[src/rtl/piso_shifter.sv]
// Parallel-in serial-out shifter.
// Captures a WIDTH-bit word when idle and streams it MSB first on Q.
// A shift enable can pause a word in flight, and a one-cycle done pulse
// follows the last bit.
module piso_shifter #(
  parameter int WIDTH = 8
) (
  input  logic             clk,
  input  logic             rst_n,
  input  logic [WIDTH-1:0] D,
  input  logic             load,
  input  logic             enable,
  output logic             ready,
  output logic             busy,
  output logic             Q,
  output logic             not_Q,
  output logic             done
);

  // Counter just wide enough to hold WIDTH-1, which is the largest count it loads.
  localparam int CW = (WIDTH > 2) ? $clog2(WIDTH) : 1;

  typedef enum logic [1:0] {
    IDLE  = 2'd0,
    SHIFT = 2'd1,
    DONE  = 2'd2
  } state_t;

  state_t           state, state_nxt;
  logic [WIDTH-1:0] shreg, shreg_nxt;
  logic [CW-1:0]    cnt, cnt_nxt;
  logic             q_reg, q_nxt;
  logic             busy_reg, busy_nxt;
  logic             done_reg, done_nxt;

  // State, data and registered outputs; reset clears everything immediately.
  always_ff @(posedge clk or negedge rst_n) begin
    if (!rst_n) begin
      state    <= IDLE;
      shreg    <= '0;
      cnt      <= '0;
      q_reg    <= 1'b0;
      busy_reg <= 1'b0;
      done_reg <= 1'b0;
    end else begin
      state    <= state_nxt;
      shreg    <= shreg_nxt;
      cnt      <= cnt_nxt;
      q_reg    <= q_nxt;
      busy_reg <= busy_nxt;
      done_reg <= done_nxt;
    end
  end

  // Next-state logic.
  // Every register holds its value by default, so a paused SHIFT needs no extra code.
  always_comb begin
    state_nxt = state;
    shreg_nxt = shreg;
    cnt_nxt   = cnt;
    q_nxt     = q_reg;
    busy_nxt  = busy_reg;
    done_nxt  = done_reg;

    case (state)
      IDLE: begin
        q_nxt    = 1'b0;
        busy_nxt = 1'b0;
        done_nxt = 1'b0;
        if (load) begin
          shreg_nxt = D;
          q_nxt     = D[WIDTH-1];
          cnt_nxt   = CW'(WIDTH - 1);
          busy_nxt  = 1'b1;
          state_nxt = SHIFT;
        end
      end

      SHIFT: begin
        if (enable) begin
          if (cnt == '0) begin
            state_nxt = DONE;
            q_nxt     = 1'b0;
            busy_nxt  = 1'b0;
            done_nxt  = 1'b1;
          end else begin
            shreg_nxt = {shreg[WIDTH-2:0], 1'b0};
            q_nxt     = shreg[WIDTH-2];
            cnt_nxt   = cnt - CW'(1);
          end
        end
      end

      DONE: begin
        state_nxt = IDLE;
        q_nxt     = 1'b0;
        busy_nxt  = 1'b0;
        done_nxt  = 1'b0;
      end

      default: begin
        state_nxt = IDLE;
        q_nxt     = 1'b0;
        busy_nxt  = 1'b0;
        done_nxt  = 1'b0;
      end
    endcase
  end

  assign Q     = q_reg;
  assign not_Q = ~q_reg;
  assign busy  = busy_reg;
  assign done  = done_reg;
  assign ready = (state == IDLE);

endmodule

[config.mk]
export PLATFORM = sky130hd
export DESIGN_NAME = piso_shifter
export DESIGN_NICKNAME = d
export VERILOG_FILES = /design/src/rtl/piso_shifter.sv
export SDC_FILE = /design/constraint.sdc
export NUM_CORES = 1
export LEC_CHECK = 0
export CORE_MARGIN = 2
export CORE_UTILIZATION = 48
export CTS_CLUSTER_DIAMETER = 120
export DETAILED_ROUTE_END_ITERATION = 10
export PLACE_DENSITY_LB_ADDON = 0.2
export SYNTH_ARGS = -nofsm -noshare
export SYNTH_HDL_FRONTEND = slang
export SYNTH_SLANG_ARGS = --single-unit
[constraint.sdc]
create_clock -name clk -period 1.94 [get_ports clk]
set_clock_uncertainty 0.1 [all_clocks]
set_input_delay 0.485 -clock clk [delete_from_list [all_inputs] [get_ports clk]]
set_output_delay 0.485 -clock clk [all_outputs]
set_load 0.05 [all_outputs]
# [After elaboration in Yosys (flattened, before gate mapping)]
# Index checks and enable logic that the tools add are counted.
[word_totals] out_inout_bits=5 reg_bits=15 mem_bits_rw=0 latch_bits=0 romBits=0 memories=0 input_bits=12 wordCells=42
[op_classes] bitwise=1 mul=0 n_reduce_logical=6 div_mod_pow=0 muxes=23 addsub=1 shift=0 magnitude_cmp=0 n_eq_ne=5
[ops] op="2-to-1 mux 7 bit" count=3
[ops] op="case mux 7 bit (2 select lines)" count=1
[ops] op="2-to-1 mux 1 bit" count=9
[ops] op="2-to-1 mux 3 bit" count=3
[ops] op="inequality test 2 bit, second input constant" count=4
[ops] op="2-to-1 mux 2 bit" count=3
[ops] op="case mux 3 bit (2 select lines)" count=1
[ops] op="case mux 1 bit (2 select lines)" count=2
[ops] op="case mux 2 bit (2 select lines)" count=1
[ops] op="AND reduction 4 bit" count=1
[ops] op="logical NOT 3 bit" count=1
[ops] op="AND reduction 3 bit" count=1
[ops] op="subtractor 3 x 1 -> 3 bit, second input constant" count=1
[ops] op="== test 2 x 1 -> 1 bit, second input constant" count=1
[ops] op="logical NOT 2 bit" count=1
[ops] op="AND reduction 2 bit" count=1
[ops] op="nonzero test 2 bit" count=1
[ops] op="inverter 1 bit" count=1

# [Logic depth before layout (Yosys ltp)]
# Gate-level depths: netlist of run 1.
[depth] depth_word=4 depth_mapped=6 depth_no_buf=6

# [Worst setup path after synthesis of run 1]
# OpenSTA, ideal clock, no wires.
[synth_timing] path_type="reg2out" start="register state[1]" end="output port ready" path_buffers=1 setup_slack_ns=0.075 path_stages_with_launch=3 required_ns=1.355 arrival_ns=1.280 path_cell_list="dfrtp_1 > clkbuf_1 > nor2_1"
[synth_via] elab_chain_cells=1
[synth_rtl] item="start, declared" line="29" source="state_t state, state_nxt;"
[synth_rtl] item="start signal, assigned" line="46" source="state <= state_nxt;"
[synth_rtl] item="logical NOT 2 bit" line="114" source="assign ready = (state == IDLE);"
[synth_rtl] item="end, declared" line="13" source="output logic ready,"
# Every way passes these cells.

# [Final worst setup path of run 1]
[layout_timing] start="register state[0]" end="output port ready"
# Same word-level chain as after synthesis.

==> results.md, run 1 <==
- Worst slack, placed: -0.01466 ns
- IO Port Bufs: 16
- Crit path max-delay family: flip-flops
- Final max-slew violation count: 0
- Biggest regs: shreg: 7 flops, cnt: 3 flops, state: 2 flops
- Post-synth top area share: 0.4673
- Post-layout net count: 109
- Slowest library cell on the worst path: dfrtp_1
- Tmin final: 1.834 ns
- Synth area leader: dfrtp_1
- Most common cell after layout, fill and taps aside: dfrtp_1
- Crit path kind: reg2out
- Non-Filler Instances: 110
- Placed Cells: 106
- Peak Freq: 545.3 MHz
- Post-synth cell types: 26
- Async S/R FF share, synth: 1.000
- GRT Total Usage: 0.1852
- Area delta synth->final: 30.84%
- Slew @ Worst Pin: 0.3140 ns
- Die Y: 44.91 um
- Die area: 2017 um^2
- Vias in the first global route: 642
- TritonCTS clock tree: yes
- CTS H-tree lvls: 1
- # resized after CTS: 0
- Commonest register cell after synthesis: dfrtp_1
- Status: finished clean
- Clock sinks: 15
- Vias/cell: 5.673
- Seq/Total Area, Yosys: 0.4673
- Initial Util: 0.5211
- Crit end category: output port
- Power Density: 1573 nW/um^2
- Peak VDD IR: 830.2 uV
- Largest net degree at the start of global routing: 16
- Root Buffer: clkbuf_4
- GP Congestion: 0.7791
- Most frequent cells in the layout: dfrtp_1, mux2_2, clkdlybuf4s50_1
- DRT antenna net count: 0
- Residual DRC count: 0
- Mean Syn Cell Area: 11.48 um^2
- DR vias: 624
- Crit path launch type: register
- CTS Buf Count: 3
- Pwr Total: 0.001653 W
- Worst EP arrival: 1.25 ns
- Final hold viol count: 0
- Cell Area, Synth: 803.3 um^2
- Fill cell count: 128
- Layout cell share with drive strength beyond 1: 0.3617
- Biggest register: shreg
- Diode count: 0
- Setup Viol. Count Final: 0
- Gr ovfl total: 0
- Max FFs per register: 7
- Post-Syn Nets: 84
- Leakage: 0.4998 nW
- Worst setup margin: 0.1060 ns
- Wire per inst: 14.68 um
- Final wirelength: 1.615 mm
- RSZ-0062 raised after global routing: no
- Worst Path Buf+Inv: 2
- Reg clk slew, reported paths: 0.09 ns
- Synth warn: 0
- Period utilization: 0.9454
- I/O pin count: 17
- Die Wd: 44.91 um
- Worst skew pair latency: 0.28 ns
- HPWL after DPL: 1.226 mm
- Max_cap viols: 0
- CTS Buffer Depth: 2
- Antenna violations before repair: 0
- Post-CTS Setup Inserts: 0
- Critical Path Fanout Max: 10
- Core Region: 1541 um^2
- Max-slew headroom: 0.7906
- CP peak stage delay: 0.46 ns
- First-pass GRT wire length: 2.691 mm
- Yosys reg bits: 15
- Hold WC Path Type: in2async
- Pre-antenna DRT Iters: 4
- Setup Total Neg Slack: 0 ns
- Cts hold-fix bufs: 0
- Number of flops mapped to enable cells by yosys: 0
- Ranking of synthesized cells by area: dfrtp_1, mux2_2, a21oi_1, inv_1, ha_1
- Req. time, crit path: 1.35 ns
- Crit-path cells: buf_4 -> nor2_2 -> buf_12
- Iter 0 DRT Violations: 12
- Synth Instances: 70
- Row count: 14
==> layout make-up <==
class	instances	area (um^2)	area share
Multi-Input combinational cell	44	374.1	0.3560
Inverter	8	30.03	0.02857
Tap cell	16	20.02	0.01905
Clock buffer	4	26.28	0.02500
Timing Repair Buffer	23	225.2	0.2143
Sequential cell	15	375.4	0.3571
==> synth_stat cells (all sizes together) (2+ instances only) <==
library cell and instances:
a211oi 3, a21oi 7, buf 2, dfrtp 15, ha 2, inv 8, mux2 12, nand2 2
nand2b 2, nand3 2, nor2 3, nor3 2
==> layer usage <==
metal,up-vias,track usage,share of wire
met5,-,0,0
met4,0,0.05294,0.0062
met3,2,0.04800,0.065
met2,22,0.3304,0.50
met1,302,0.2191,0.42
li1,298,-,-
==> power by group <==
| part | internal, W | switching [W] |
|---|---|---|
| logic | 0.000453 | 0.000487 |
| registers | 0.000450 | 0.0000885 |
| clock network | 0.0000797 | 0.0000942 |
| total | 0.000983 | 0.000670 |
==> worst paths after layout <==
| path | cells past startpoint | from | slack (ns) | endpoint |
|---|---|---|---|---|
| setup / recovery | 3 | state[0]$_DFFE_PN0P_ | 0.11 | ready |
| hold / removal | 2 | rst_n | 0.40 | shreg[2]$_DFFE_PN0P_ |
| setup reg to reg | 6 | cnt[0]$_DFFE_PN0P_ | 0.18 | shreg[5]$_DFFE_PN0P_ |
| hold reg to reg | 1 | shreg[4]$_DFFE_PN0P_ | 0.41 | shreg[4]$_DFFE_PN0P_ |
| max in group asynchronous | 2 | rst_n | 1.15 | cnt[2]$_DFFE_PN0P_ |
| min in group clk | 1 | shreg[4]$_DFFE_PN0P_ | 0.41 | shreg[4]$_DFFE_PN0P_ |
==> logic make-up (layout without fill, tap and decap cells) <==
logic type      count (synthesis)  after routing  share of synthesized area
flops                          15             15                     0.4673
compound gates                 16             16                     0.1418
simple gates                   14             14                     0.1215
buf+inv                        11             35                    0.07009
fa+ha+maj                       2              2                    0.03115
mux                            12             12                     0.1682
==> metrics by stage <==
step | util | instance area (um^2) | hold WS [ns]
floorplan | - | 803.3 | 0.08941
global placement | 0.6631 | 1022 | 0.3875
detailed placement | 0.6631 | 1022 | 0.3924
CTS | 0.6802 | 1049 | 0.4124
global route | 0.6818 | 1051 | 0.4265
finish | 0.6818 | 1051 | 0.4000
Note: power is estimated with default switching activity, not from simulation.
==> run 2, diff against run 1 <==
--- a/config.mk
+++ b/config.mk
@@ -9,6 +9,7 @@
 export CORE_UTILIZATION = 48
 export CTS_CLUSTER_DIAMETER = 120
 export DETAILED_ROUTE_END_ITERATION = 10
+export GPL_TIMING_DRIVEN = 1
 export PLACE_DENSITY_LB_ADDON = 0.2
 export SYNTH_ARGS = -nofsm -noshare
 export SYNTH_HDL_FRONTEND = slang
==> results of run 2 <==
Same layout as run 1: the final DEF is identical, and so are final timing and power.
